**config.mk**
```make
export PLATFORM = sky130hd
export DESIGN_NAME = mole_round_sequencer_flat
export DESIGN_NICKNAME = d
export VERILOG_FILES = /design/src/rtl/mole_game_pkg.sv /design/src/rtl/mole_round_sequencer_if.sv /design/src/rtl/ms_tick_gen.sv /design/src/rtl/mole_round_sequencer.sv /design/src/flat_wrapper.sv
export SDC_FILE = /design/constraint.sdc
export NUM_CORES = 1
export LEC_CHECK = 0
export BUFFER_PORTS_ARGS = -buffer_cell sky130_fd_sc_hd__buf_4
export CORE_ASPECT_RATIO = 1.4
export CORE_MARGIN = 10
export CORE_UTILIZATION = 57
export CTS_CLUSTER_SIZE = 8
export DETAILED_ROUTE_END_ITERATION = 10
export PLACE_DENSITY = 0.8
export SYNTH_ARGS = -nofsm -noshare
export SYNTH_HDL_FRONTEND = slang
export SYNTH_SLANG_ARGS = --single-unit
```
**constraint.sdc**
```tcl
create_clock -name clk -period 3.1 [get_ports clk]
set_input_delay 0.465 -clock clk [delete_from_list [all_inputs] [get_ports clk]]
set_output_delay 0.465 -clock clk [all_outputs]
set_load 0.03 [all_outputs]
```
**src/rtl/mole_game_pkg.sv**
```systemverilog
// Shared types and constants for the whack-a-mole game blocks.
// Holds the game FSM state encoding, the difficulty encoding and the
// default millisecond timings used by the sequencer, display and timers.
package mole_game_pkg;

  typedef enum logic [2:0] {
    ST_IDLE      = 3'd0,
    ST_COUNTDOWN = 3'd1,
    ST_MOLE_UP   = 3'd2,
    ST_GAP       = 3'd3,
    ST_GAME_OVER = 3'd4
  } state_e;

  typedef enum logic [1:0] {
    DIFF_EASY   = 2'b00,
    DIFF_MEDIUM = 2'b01,
    DIFF_HARD   = 2'b10
  } diff_e;

  // Width of the ms_remaining bus and of the game counters.
  localparam int MS_W  = 13;
  localparam int CNT_W = 8;

  // Default timings (ms) and game length.
  localparam int DEF_CLKS_PER_MS  = 50000;
  localparam int DEF_COUNTDOWN_MS = 3000;
  localparam int DEF_EASY_MS      = 2000;
  localparam int DEF_MEDIUM_MS    = 1000;
  localparam int DEF_HARD_MS      = 500;
  localparam int DEF_GAP_MS       = 250;
  localparam int DEF_ROUNDS       = 20;

endpackage

```
**src/rtl/mole_round_sequencer_if.sv**
```systemverilog
// Control/status bundle between the game front end (keys, switches,
// hammer) and the round sequencer.
//   master : front end - drives start, difficulty requests, hit
//   slave  : sequencer - drives mole/countdown/game-over status and counters
interface mole_round_sequencer_if;
  import mole_game_pkg::*;

  logic                  start;
  logic                  diff_easy;
  logic                  diff_medium;
  logic                  diff_hard;
  logic                  hit;
  logic                  new_mole;
  logic                  mole_active;
  logic                  countdown_active;
  logic                  game_over;
  logic [1:0]            difficulty;
  logic [CNT_W-1:0]      round;
  logic [CNT_W-1:0]      score;
  logic [CNT_W-1:0]      misses;
  logic [MS_W-1:0]       ms_remaining;

  modport master (
    output start, diff_easy, diff_medium, diff_hard, hit,
    input  new_mole, mole_active, countdown_active, game_over,
           difficulty, round, score, misses, ms_remaining
  );

  modport slave (
    input  start, diff_easy, diff_medium, diff_hard, hit,
    output new_mole, mole_active, countdown_active, game_over,
           difficulty, round, score, misses, ms_remaining
  );
endinterface

```
**src/rtl/ms_tick_gen.sv**
```systemverilog
// Millisecond prescaler: counts CLKS_PER_MS cycles and flags the last one.
//   clk, reset : clock, synchronous active-high reset
//   clr_i      : synchronous clear, counter restarts at 0 next cycle
//   tick_o     : high for one cycle every CLKS_PER_MS cycles
module ms_tick_gen #(
  parameter int CLKS_PER_MS = 50000
) (
  input  logic clk,
  input  logic reset,
  input  logic clr_i,
  output logic tick_o
);
  localparam int            CW   = (CLKS_PER_MS > 1) ? $clog2(CLKS_PER_MS) : 1;
  localparam logic [CW-1:0] LAST = CW'(CLKS_PER_MS - 1);

  logic [CW-1:0] cnt_q, cnt_d;

  assign tick_o = (cnt_q == LAST);

  always_comb begin
    cnt_d = cnt_q + 1'b1;
    if (clr_i || tick_o) cnt_d = '0;
  end

  always_ff @(posedge clk) begin
    if (reset) cnt_q <= '0;
    else       cnt_q <= cnt_d;
  end
endmodule

```
**src/rtl/mole_round_sequencer.sv**
```systemverilog
// Game-level FSM for whack-a-mole: difficulty latch, countdown, ROUNDS
// mole/gap rounds, hit/miss counting, game over.
//   clk, reset : clock, synchronous active-high reset
//   bus        : slave side of mole_round_sequencer_if (inputs start,
//                diff_*, hit; registered status and counter outputs)
module mole_round_sequencer
  import mole_game_pkg::*;
#(
  parameter int CLKS_PER_MS  = DEF_CLKS_PER_MS,
  parameter int COUNTDOWN_MS = DEF_COUNTDOWN_MS,
  parameter int EASY_MS      = DEF_EASY_MS,
  parameter int MEDIUM_MS    = DEF_MEDIUM_MS,
  parameter int HARD_MS      = DEF_HARD_MS,
  parameter int GAP_MS       = DEF_GAP_MS,
  parameter int ROUNDS       = DEF_ROUNDS
) (
  input  logic                  clk,
  input  logic                  reset,
  mole_round_sequencer_if.slave bus
);
  localparam logic [CNT_W-1:0] ROUNDS_C = CNT_W'(ROUNDS);

  state_e           state_q, state_d;
  logic [1:0]       diff_q, diff_d;
  logic [CNT_W-1:0] round_q, round_d;
  logic [CNT_W-1:0] score_q, score_d;
  logic [CNT_W-1:0] misses_q, misses_d;
  logic [MS_W-1:0]  ms_q, ms_d;
  logic             start_q;
  logic             new_mole_q, mole_q, cd_q, go_q;
  logic             tick, expire, start_edge, enter;

  // Phase length in ms for the state being entered; 0 for untimed states.
  function automatic logic [MS_W-1:0] phase_len(state_e s, logic [1:0] d);
    logic [MS_W-1:0] len;
    len = '0;
    case (s)
      ST_COUNTDOWN: len = MS_W'(COUNTDOWN_MS);
      ST_GAP:       len = MS_W'(GAP_MS);
      ST_MOLE_UP: begin
        case (d)
          DIFF_HARD:   len = MS_W'(HARD_MS);
          DIFF_MEDIUM: len = MS_W'(MEDIUM_MS);
          default:     len = MS_W'(EASY_MS);
        endcase
      end
      default:      len = '0;
    endcase
    return len;
  endfunction

  assign start_edge = bus.start & ~start_q;
  // The tick that would take ms_remaining 1 -> 0 ends the phase instead,
  // so a phase of N ms lasts exactly N*CLKS_PER_MS cycles.
  assign expire     = tick && (ms_q == MS_W'(1));
  assign enter      = (state_d != state_q);

  // Prescaler restarts on every state change so each phase starts aligned.
  ms_tick_gen #(.CLKS_PER_MS(CLKS_PER_MS)) u_tick (
    .clk    (clk),
    .reset  (reset),
    .clr_i  (enter),
    .tick_o (tick)
  );

  always_comb begin
    state_d  = state_q;
    diff_d   = diff_q;
    round_d  = round_q;
    score_d  = score_q;
    misses_d = misses_q;
    ms_d     = ms_q;

    case (state_q)
      ST_IDLE: begin
        if      (bus.diff_hard)   diff_d = DIFF_HARD;
        else if (bus.diff_medium) diff_d = DIFF_MEDIUM;
        else if (bus.diff_easy)   diff_d = DIFF_EASY;
        if (start_edge) begin
          state_d  = ST_COUNTDOWN;
          round_d  = '0;
          score_d  = '0;
          misses_d = '0;
        end
      end
      ST_COUNTDOWN: begin
        if (expire) begin
          state_d = ST_MOLE_UP;
          round_d = round_q + 1'b1;
        end
      end
      ST_MOLE_UP: begin
        // A hit in the expiry cycle still counts as a hit.
        if (bus.hit) begin
          state_d = ST_GAP;
          score_d = score_q + 1'b1;
        end else if (expire) begin
          state_d  = ST_GAP;
          misses_d = misses_q + 1'b1;
        end
      end
      ST_GAP: begin
        if (expire) begin
          if (round_q == ROUNDS_C) begin
            state_d = ST_GAME_OVER;
          end else begin
            state_d = ST_MOLE_UP;
            round_d = round_q + 1'b1;
          end
        end
      end
      ST_GAME_OVER: begin
        if (start_edge) begin
          state_d  = ST_COUNTDOWN;
          round_d  = '0;
          score_d  = '0;
          misses_d = '0;
        end
      end
      default: state_d = ST_IDLE;
    endcase

    // Difficulty only changes in IDLE, so diff_q is stable at mole entry.
    if (enter)                     ms_d = phase_len(state_d, diff_q);
    else if (tick && ms_q != '0)   ms_d = ms_q - 1'b1;
  end

  always_ff @(posedge clk) begin
    if (reset) begin
      state_q    <= ST_IDLE;
      diff_q     <= DIFF_EASY;
      round_q    <= '0;
      score_q    <= '0;
      misses_q   <= '0;
      ms_q       <= '0;
      start_q    <= 1'b0;
      new_mole_q <= 1'b0;
      mole_q     <= 1'b0;
      cd_q       <= 1'b0;
      go_q       <= 1'b0;
    end else begin
      state_q    <= state_d;
      diff_q     <= diff_d;
      round_q    <= round_d;
      score_q    <= score_d;
      misses_q   <= misses_d;
      ms_q       <= ms_d;
      start_q    <= bus.start;
      new_mole_q <= (state_d == ST_MOLE_UP) && (state_q != ST_MOLE_UP);
      mole_q     <= (state_d == ST_MOLE_UP);
      cd_q       <= (state_d == ST_COUNTDOWN);
      go_q       <= (state_d == ST_GAME_OVER);
    end
  end

  assign bus.new_mole         = new_mole_q;
  assign bus.mole_active      = mole_q;
  assign bus.countdown_active = cd_q;
  assign bus.game_over        = go_q;
  assign bus.difficulty       = diff_q;
  assign bus.round            = round_q;
  assign bus.score            = score_q;
  assign bus.misses           = misses_q;
  assign bus.ms_remaining     = ms_q;
endmodule

```
**src/flat_wrapper.sv**
```systemverilog
// flat-port wrapper written by rule: the top's interface ports become plain ports
module mole_round_sequencer_flat import mole_game_pkg::*;
#(
  parameter int CLKS_PER_MS  = DEF_CLKS_PER_MS,
  parameter int COUNTDOWN_MS = DEF_COUNTDOWN_MS,
  parameter int EASY_MS      = DEF_EASY_MS,
  parameter int MEDIUM_MS    = DEF_MEDIUM_MS,
  parameter int HARD_MS      = DEF_HARD_MS,
  parameter int GAP_MS       = DEF_GAP_MS,
  parameter int ROUNDS       = DEF_ROUNDS
)
  (clk, reset, bus_start, bus_diff_easy, bus_diff_medium, bus_diff_hard, bus_hit, bus_new_mole, bus_mole_active, bus_countdown_active, bus_game_over, bus_difficulty, bus_round, bus_score, bus_misses, bus_ms_remaining);
  mole_round_sequencer_if bus_i ();
  input  logic clk;
  input  logic reset;
  input wire logic [$bits(bus_i.start)-1:0] bus_start;
  input wire logic [$bits(bus_i.diff_easy)-1:0] bus_diff_easy;
  input wire logic [$bits(bus_i.diff_medium)-1:0] bus_diff_medium;
  input wire logic [$bits(bus_i.diff_hard)-1:0] bus_diff_hard;
  input wire logic [$bits(bus_i.hit)-1:0] bus_hit;
  output wire logic [$bits(bus_i.new_mole)-1:0] bus_new_mole;
  output wire logic [$bits(bus_i.mole_active)-1:0] bus_mole_active;
  output wire logic [$bits(bus_i.countdown_active)-1:0] bus_countdown_active;
  output wire logic [$bits(bus_i.game_over)-1:0] bus_game_over;
  output wire logic [$bits(bus_i.difficulty)-1:0] bus_difficulty;
  output wire logic [$bits(bus_i.round)-1:0] bus_round;
  output wire logic [$bits(bus_i.score)-1:0] bus_score;
  output wire logic [$bits(bus_i.misses)-1:0] bus_misses;
  output wire logic [$bits(bus_i.ms_remaining)-1:0] bus_ms_remaining;
  assign bus_i.start = bus_start;
  assign bus_i.diff_easy = bus_diff_easy;
  assign bus_i.diff_medium = bus_diff_medium;
  assign bus_i.diff_hard = bus_diff_hard;
  assign bus_i.hit = bus_hit;
  assign bus_new_mole = bus_i.new_mole;
  assign bus_mole_active = bus_i.mole_active;
  assign bus_countdown_active = bus_i.countdown_active;
  assign bus_game_over = bus_i.game_over;
  assign bus_difficulty = bus_i.difficulty;
  assign bus_round = bus_i.round;
  assign bus_score = bus_i.score;
  assign bus_misses = bus_i.misses;
  assign bus_ms_remaining = bus_i.ms_remaining;
  mole_round_sequencer #(.CLKS_PER_MS(CLKS_PER_MS), .COUNTDOWN_MS(COUNTDOWN_MS), .EASY_MS(EASY_MS), .MEDIUM_MS(MEDIUM_MS), .HARD_MS(HARD_MS), .GAP_MS(GAP_MS), .ROUNDS(ROUNDS)) u_core (.clk(clk), .reset(reset), .bus(bus_i));
endmodule
```
; ---- Yosys cells after proc, flatten, opt, wreduce, memory -nomap -nowiden
; Cells that the tools add are included.
[totals]
regBits = 63
in_bits = 7
word_cells = 81
[op_classes]
add_sub_neg = 5
eq_ne = 22
muxes = 24
bitwise = 2
n_reduce_logical = 16
[ops]
columns = cell, count
row1 = 8-bit two-way mux, 7
row2 = 13-bit case mux with 3 select lines, 1
row3 = 8-bit case mux with 2 select lines, 2
row4 = 13-bit two-way mux, 2
row5 = 8-bit by 1-bit adder with 8-bit output (second input constant), 3
row6 = 8-bit case mux with 3 select lines, 1
row7 = 11-bit case mux with 2 select lines, 1
row8 = 3-bit two-way mux, 6
row9 = 16-bit by 1-bit adder with 16-bit output (second input constant), 1
row10 = 16-bit equality test (second input constant), 1
row11 = 13-bit by 1-bit equality test with 1-bit output (second input constant), 1
row12 = 13-bit nonzero test, 1
row13 = 13-bit by 1-bit subtractor with 13-bit output (second input constant), 1
row14 = 3-bit by 2-bit equality test with 1-bit output (second input constant), 4
row15 = 3-bit case mux with 4 select lines, 1
row16 = 8-bit by 5-bit equality test with 1-bit output (second input constant), 1
row17 = 2-bit by 1-bit != test with 1-bit output (second input constant), 4
row18 = 3-bit by 1-bit equality test with 1-bit output (second input constant), 2
row19 = 3-bit equality test (second input constant), 2
row20 = 2-bit two-way mux, 3
row21 = 2-bit != test (second input constant), 3
row22 = 3-bit nonzero test, 2
row23 = 5-bit AND reduction, 1
row24 = 4-bit AND reduction, 1
row25 = other kinds (13), 17

; ---- Longest topological paths before layout
; Gate-level depths: netlist of run 1.
[logic_depth]
depth_word = 8
ltp_mapped = 9
ltp_nobuf = 8

; ---- Hierarchy
; Synthesis of run 1 repeated with hierarchy kept, for this count alone.
[unflattened]
cells_unflattened = 369
hier_area_um2 = 3195.6
[by_module_without_submodules]
columns = mod, instances, cells_per_inst, area_each_um2
row1 = mole_round_sequencer, 1, 289, 2474.9
row2 = ms_tick_gen, 1, 80, 720.7

; ---- Least setup slack after synthesis of run 1
; Ideal clock, no wire load.
[synth_timing]
path_type = register to register
start = reg u_core.ms_q[4], in the netlist u_core.bus.ms_remaining[4]
end = reg u_core.round_q[7], in the netlist u_core.bus.round[7]
arrival_ns = 2.604
t_required_ns = 3.030
setup_slack_ns = 0.426
stages_incl_launch_ff = 9
synth_period_minus_slack_ns = 2.674
cell_sequence = dfxtp_1 -> or4_1 -> buf_2 -> nor4_2 -> a41oi_1 -> a211o_1 -> buf_6 -> or4_1 -> a21oi_1
[synth_via]
elab_chain_len = 4
word_cells_on_any_way = 5
classes_between = eq/ne (3) / reduce/logical (2)
[synth_rtl]
columns = item, line
row1 = start: declaration, mole_round_sequencer.sv:28  ; logic [MS_W-1:0] ms_q, ms_d;
row2 = start signal: assignment, mole_round_sequencer.sv:147  ; ms_q <= ms_d;
row3 = 13-bit by 1-bit equality test with 1-bit output (*), mole_round_sequencer.sv:55  ; assign expire = tick && (ms_q == MS_W'(1));
row4 = 1-bit logical AND (*), mole_round_sequencer.sv:55
row5 = 2-bit by 1-bit != test with 1-bit output (no source line), -
row6 = 5-bit AND reduction (no source line) (*), -
row7 = end signal: assignment, mole_round_sequencer.sv:144  ; round_q <= round_d;
row8 = end: declaration, mole_round_sequencer.sv:25  ; logic [CNT_W-1:0] round_q, round_d;
; Mark *: on every way between the ends. The rest lies on a longest branch, timed or not.
; A chain may end at the register's enable or synchronous reset.

; ---- Worst setup path in the final report of run 1
[layout_timing]
start = reg u_core.ms_q[4], in the netlist u_core.bus.ms_remaining[4]
end = reg u_core.round_q[6], in the netlist u_core.bus.round[6]
; Same word-level chain as after synthesis.

==> impl_metrics.env, run 1 <==
export IMPL_cts_sinks=63
export IMPL_cts_resized=0
export IMPL_synthXorXnorAreaFrac=0.08546
export IMPL_finalWorstPathRequiredPeriod_ns=2.838
export IMPL_overflow=0
export IMPL_synth_top_area_cell="dfxtp_1"
export IMPL_reg2regPathDepth=6
export IMPL_finalNetCount=460
export IMPL_max_freq_ghz=0.3523
export IMPL_syn_avg_cell_area_um2=8.345
export IMPL_synth_top_cells_by_count="63 x dfxtp_1, 54 x nor2_1, 32 x nand2_1"
export IMPL_drive_gt1_frac=0.1700
export IMPL_hold_buffers=0
export IMPL_routed_via_density=6.017
export IMPL_path_clk_slew_ns=0.07
export IMPL_hold_path_class="in -> reg"
export IMPL_cts_root_buf="clkbuf_8"
export IMPL_grtUsageTotal=0.1826
export IMPL_cts_tree="yes"
export IMPL_synthAdderAreaFrac=0.04197
export IMPL_p_comb_frac=0.147
export IMPL_finalSetupTns_ns=0
export IMPL_die_height_um=109.7
export IMPL_outcome="finished clean"
export IMPL_worstMarginPinSlew_ns=0.8854
export IMPL_grt_antenna_before_repair=0
export IMPL_insertedDiodeCount=0
export IMPL_p_leak_uw=0.001561
export IMPL_crit_path_start_kind="flip-flop"
export IMPL_start_util=0.5893
export IMPL_fillCellCount=440
export IMPL_multiInputGateArea_mm2=0.001906
export IMPL_antenna_left=0
export IMPL_critical_path_max_fanout=10
export IMPL_core_mm2=0.005565
export IMPL_regToRegEndpoint="u_core.bus.round[6]"
export IMPL_synth_distinct_cells=51
export IMPL_cts_setup_buffers=0
export IMPL_worstSkewPairLatency_ns=0.35
export IMPL_ys_flop_type="dfxtp_1"
export IMPL_critPathKind="reg -> reg"
export IMPL_finalCritPeriodShare=0.9156
export IMPL_grt_pass1_wl_um=14060
export IMPL_holdPathStages=2
export IMPL_setup_violations=0
export IMPL_max_cap_viol_count=0
export IMPL_hold_start="bus_start"
export IMPL_yosys_top_cells_area="dfxtp_1 38%, nor2_1 6.2%, xor2_1 4.5%"
export IMPL_vdd_drop_max_uv=345.1
export IMPL_reg2reg_from="u_core.bus.ms_remaining[4]"
export IMPL_intPower_uw=1475
export IMPL_yosysMostFrequentCell="dfxtp_1"
export IMPL_whs_ns=0.3486
export IMPL_syn_num_nets=411
export IMPL_seq_power_share=0.424
export IMPL_drt_total_wl_um=8544
export IMPL_drc_errors=0
export IMPL_synthSimpleGateAreaFrac=0.2961
export IMPL_die_area_mm2=0.009230
export IMPL_die_w_um=84.11
export IMPL_synth_seq_cells=63
export IMPL_synth_area_mm2=0.003279
export IMPL_vias=3099
export IMPL_drv_slew=0
export IMPL_seq_area_frac_synth=0.3846
export IMPL_cts_buffers=9
export IMPL_synth_compound_area_frac=0.1362
export IMPL_reg2reg_slack_ns=0.26
export IMPL_grt_pass1_vias=2952
export IMPL_async_flop_share=0
export IMPL_p_total_uw=2039
export IMPL_synth_edf_count=0
export IMPL_rows=32
export IMPL_timing_final_hold_violations=0
export IMPL_netlist_instances=393
export IMPL_grt_max_degree=21
export IMPL_htreeDepth=3
export IMPL_max_clock_path_buffers=2
export IMPL_regArea_mm2=0.001261
export IMPL_holdPathEnd="u_core.start_q"
export IMPL_dr_pass1_iters=6
export IMPL_netSwitchingFraction=0.2770
export IMPL_synth_top_area_frac=0.3846
export IMPL_finClkSkew_ns=0.007932
export IMPL_wl_per_cell_um=16.59
export IMPL_area_delta_synth_final_pct=20.15
export IMPL_io_pins=50
export IMPL_rsz0062_at_grt="false"
export IMPL_muxShareOfSynthArea=0.02137
export IMPL_synth_top_family_by_area="simple AND/OR/NAND/NOR gates"
export IMPL_dpl_hpwl_um=6285
export IMPL_worstPathArrival_ns=3.12
export IMPL_required_ns=3.39
export IMPL_power_density_mw_per_mm2=517.6
export IMPL_endpoint_kind="flip-flop"
export IMPL_synth_warnings=0
export IMPL_port_buffers=49
export IMPL_clockPowerShare=0.430
export IMPL_p_sw_uw=564.9
export IMPL_gp_congestion=0.9705
export IMPL_drt_iter0_drc=297
export IMPL_max_slew_margin=0.4098
power by group through the flow:
stage | logic, uW | clock network, uW | registers (uW)
after global placement | 287 | 0 | 880
after detailed placement | 294 | 0 | 882
after floorplan | 173 | 0 | 913
after CTS | 297 | 883 | 863
final | 299 | 876 | 864
after global routing | 327 | 919 | 868
metrics by stage:
stage                     worst slack, ns  instances  area, um2    util
after CTS                          0.3035        515       3940  0.7080
after global placement             0.4343        499       3695  0.6639
after detailed placement           0.3169        499       3695  0.6639
after global routing              0.06320        515       3940  0.7080
after floorplan                    0.4260        393       3279       -
final                              0.2616        515       3940  0.7080
final cells by class:
class                   instances  area share
clock buffers                   9     0.03144
clock inverters                 7     0.03080
inverters                      12     0.01143
multi-input cells             303      0.4836
flip-flops and latches         63      0.3201
well taps                      68     0.02159
repair buffers                 53      0.1010
critical path, stage by stage, from the launching register on:
cell	delay, ns
dfxtp_1	0.37
or4_1	0.70
nor4_2	0.41
a41oi_1	0.19
a211o_1	0.46
or4_1	0.50
a21oi_1	0.14
how the worst max path moves through the flow:
stage               slack, ns  cells past startpoint                        from                 endpoint
finish                   0.26                      6  u_core.bus.ms_remaining[4]      u_core.bus.round[6]
global route             0.06                      6  u_core.bus.ms_remaining[4]   u_core.u_tick.cnt_q[7]
CTS                      0.30                      6  u_core.bus.ms_remaining[4]  u_core.u_tick.cnt_q[10]
detailed placement       0.32                      6  u_core.bus.ms_remaining[4]  u_core.u_tick.cnt_q[10]
global placement         0.43                      6  u_core.bus.ms_remaining[4]   u_core.u_tick.cnt_q[9]
floorplan                0.43                      8  u_core.bus.ms_remaining[4]      u_core.bus.round[7]
per-layer routing:
metal,global-route usage,vias up,share of wire,wire length (um)
li1,-,1509,-,-
met4,0.08273,0,0.036,309
met3,0.05551,26,0.062,531
met1,0.1871,1453,0.38,3275
met5,0,-,0,0
met2,0.3344,111,0.52,4428
cell families (layout without fill, tap and decap cells):
kind of cell / after synthesis / count (layout)
muxes: 7 / 7
buffers and inverters: 27 / 81
AOI/OAI and AO/OA: 68 / 68
xor gates and xnor gates: 32 / 32
DFF: 63 / 63
adders and majority gates: 11 / 11
and+or+nand+nor: 185 / 185
layout by cell type (no fill, tap or decap), types with 2 or more instances in the layout:
| cell type | count |
|---|---|
| xnor2_1 | 15 |
| mux2i_1 | 7 |
| or3_1 | 2 |
| nor2_1 | 54 |
| a22oi_1 | 4 |
| and4_1 | 5 |
| nand3_1 | 22 |
| nand4b_1 | 3 |
| dfxtp_1 | 63 |
| nor4bb_1 | 2 |
| nor2b_1 | 5 |
| a21oi_1 | 23 |
| and2_1 | 2 |
| a31oi_1 | 3 |
| o21ai_0 | 9 |
| a2bb2oi_1 | 2 |
| clkbuf_8 | 9 |
| nor4_1 | 3 |
| clkinv_4 | 3 |
| a211o_1 | 2 |
| inv_1 | 12 |
| ha_1 | 11 |
| nor3_1 | 9 |
| o31ai_1 | 4 |
| o22a_1 | 2 |
| bufinv_16 | 3 |
| or2_2 | 3 |
| nand2b_1 | 9 |
| xor2_1 | 17 |
| or4_1 | 5 |
| nand4_1 | 13 |
| a21o_1 | 2 |
| and3_1 | 10 |
| nand2_1 | 32 |
| a221oi_1 | 3 |
| buf_4 | 53 |
| a211oi_1 | 5 |
sequential cells by signal (all words and copies together), names as in the netlist:
register and flops:
u_core.bus.difficulty 2, u_core.bus.misses 8, u_core.bus.round 8, u_core.bus.score 8
u_core.bus.ms_remaining 13, u_core.state_q 3, u_core.bus.countdown_active 1, u_core.start_q 1
u_core.bus.new_mole 1, u_core.bus.mole_active 1, u_core.bus.game_over 1, u_core.u_tick.cnt_q 16
No activity file was read; power rests on OpenSTA's default activity.
==> run 2, diff against run 1 <==
==> constraint.sdc (replaced) <==
create_clock -name clk -period 2.7 [get_ports clk]
set_input_delay 0.405 -clock clk [delete_from_list [all_inputs] [get_ports clk]]
set_output_delay 0.405 -clock clk [all_outputs]
set_load 0.03 [all_outputs]
==> run 2 against run 1 <==
Combinational power is 29% higher. Core utilization rose by 2.4 points. First-iteration DRC count fell by 22%. Global-route usage grew 0.081 points. Sequential cell count stayed put. Setup slack worse by 0.18 ns. Largest cell class unchanged. Largest power group is now sequential cells.
==> impl_metrics.env, run 2 (synthesis gave the netlist of run 1 again) <==
export IMPL_drt_total_wl_um=8492
export IMPL_max_freq_ghz=0.3818
export IMPL_overflow=0
export IMPL_cts_root_buf="clkbuf_8"
export IMPL_finClkSkew_ns=0.01062
export IMPL_grt_antenna_before_repair=0
export IMPL_vdd_drop_max_uv=440.2
export IMPL_highest_layer="met4"
export IMPL_met3_length_um=502
export IMPL_port_buffers=49
export IMPL_mostFrequentLayoutCell="buf_4"
export IMPL_endpoint_kind="flip-flop"
export IMPL_grtUsageTotal=0.1834
export IMPL_grt_pass1_vias=3070
export IMPL_holdPathStages=2
export IMPL_die_area_mm2=0.009230
export IMPL_worstPathArrival_ns=2.90
export IMPL_cts_tree="yes"
export IMPL_fin_util=0.7320
export IMPL_timing_final_hold_violations=0
export IMPL_finalSetupTns_ns=0
export IMPL_regArea_mm2=0.001261
export IMPL_drive_gt1_frac=0.2060
export IMPL_setup_violations=0
export IMPL_drc_errors=0
export IMPL_die_height_um=109.7
export IMPL_power_density_mw_per_mm2=564.9
export IMPL_worstMarginPinSlew_ns=0.7843
export IMPL_insertedDiodeCount=0
export IMPL_holdPathEnd="u_core.start_q"
export IMPL_core_mm2=0.005565
export IMPL_finalCritPeriodShare=0.9701
export IMPL_area_delta_synth_final_pct=24.23
export IMPL_htreeDepth=3
export IMPL_vias=3144
export IMPL_routed_via_density=5.888
export IMPL_crit_path_cell_trace="or4_1, nor4_4, a41oi_1, a211o_2, or4_1, a21oi_1"
export IMPL_crit_path_start_kind="flip-flop"
export IMPL_rsz0062_at_grt="false"
export IMPL_rows=32
export IMPL_reg2regPathDepth=6
export IMPL_fillCellCount=432
export IMPL_cts_buffers=9
export IMPL_regToRegEndpoint="u_core.bus.round[5]"
export IMPL_io_pins=50
export IMPL_grt_max_degree=21
export IMPL_final_cell_mix="72 x buf_4, 63 x dfxtp_1, 54 x nor2_1"
export IMPL_max_stage_delay_ns=0.64
export IMPL_required_ns=2.98
export IMPL_dpl_instance_area_mm2=0.003837
export IMPL_max_clock_path_buffers=2
export IMPL_finalWorstPathRequiredPeriod_ns=2.619
export IMPL_drv_slew=0
export IMPL_top_register="u_core.u_tick.cnt_q"
export IMPL_slowest_stage="or4_1"
export IMPL_antenna_left=0
export IMPL_reg2reg_from="u_core.bus.ms_remaining[4]"
export IMPL_worstSkewPairLatency_ns=0.36
export IMPL_max_slew_margin=0.4771
export IMPL_critical_path_max_fanout=10
export IMPL_grt_pass1_wl_um=14060
export IMPL_cts_sinks=63
export IMPL_outcome="finished clean"
export IMPL_critPathTopFamily="simple AND/OR/NAND/NOR gates"
export IMPL_multiInputGateArea_mm2=0.001919
export IMPL_drt_iter0_drc=232
export IMPL_final_cell_area_mm2=0.004074
export IMPL_dpl_hpwl_um=6320
export IMPL_gp_congestion=0.9703
export IMPL_p_leak_uw=0.001647
export IMPL_wl_per_cell_um=15.90
export IMPL_critical_path_buf_inv_count=0
export IMPL_largest_register_ffs=16
export IMPL_path_clk_slew_ns=0.07
export IMPL_hold_path_class="in -> reg"
export IMPL_die_w_um=84.11
export IMPL_cts_setup_buffers=0
export IMPL_wl_met2_um=4359
export IMPL_dr_pass1_iters=5
export IMPL_max_cap_viol_count=0
export IMPL_path_common_cell="or4_1"
export IMPL_reg2reg_slack_ns=0.08
export IMPL_critPathKind="reg -> reg"
export IMPL_finalNetCount=479
export IMPL_drt_met1_wl_um=3346
export IMPL_start_util=0.5893
export IMPL_hold_start="bus_start"
run 2: cell types whose count changed in the layout (fill, tap and decap cells not counted), sizes merged:
cell      before  now
clkinv         4    2
clkinvlp       0    1
clkbuf         9   11
bufinv         3    2
buf           53   72
run 2: cell type report:
| cell class | count | share of cell area |
|---|---|---|
| flip-flops and latches | 63 | 0.3096 |
| inverters | 12 | 0.01106 |
| clock buffers | 11 | 0.03471 |
| clock inverters | 5 | 0.01996 |
| repair buffers | 72 | 0.1327 |
| well taps | 68 | 0.02088 |
| multi-input cells | 303 | 0.4711 |
run 2: worst max-delay path by stage:
stage | start | end | slack, ns | depth (start not counted)
after floorplan | u_core.bus.ms_remaining[4] | u_core.bus.round[7] | 0.03 | 8
after CTS | u_core.bus.ms_remaining[9] | u_core.bus.round[5] | 0.09 | 6
after global routing | u_core.bus.ms_remaining[4] | u_core.bus.round[5] | 0.009 | 6
after detailed placement | u_core.bus.ms_remaining[9] | u_core.bus.round[6] | 0.11 | 6
after global placement | u_core.bus.ms_remaining[4] | u_core.bus.round[7] | 0.18 | 6
final | u_core.bus.ms_remaining[4] | u_core.bus.round[5] | 0.08 | 6
run 2: where the power goes:
group          switching [uW]  internal (uW)  total, uW
Clock                     388            545        933
Sequential               25.0            957        982
Combinational             241            145        386
run 2: routing by layer:
layer | up-vias | track usage
met3 | 31 | 0.04367
li1 | 1543 | -
met4 | 0 | 0.1151
met2 | 105 | 0.3279
met5 | - | 0
met1 | 1465 | 0.1899
run 2: worst register-to-register path: cells and delay by family, from the launching register on:
| family | cells | cell delay [ns] |
|---|---|---|
| AO/OA/AOI/OAI | 3 | 0.79 |
| AND/OR/NAND/NOR | 3 | 1.42 |
| flip-flops | 1 | 0.31 |
run 2: repair_timing:
item,in CTS,in global routing
setup endpoints to repair,0,3
gates resized for setup,0,3
hold buffers,0,0
run 2: through the flow:
step	hold slack [ns]	worst slack [ns]	power, uW	instances
after CTS	0.2747	0.08510	2293	534
after detailed placement	0.4428	0.1078	1373	518
after global placement	0.4213	0.1771	1366	518
final	0.2800	0.08068	2301	534
after global routing	0.2847	0.008711	2383	534
after floorplan	0.4130	0.02597	1247	393
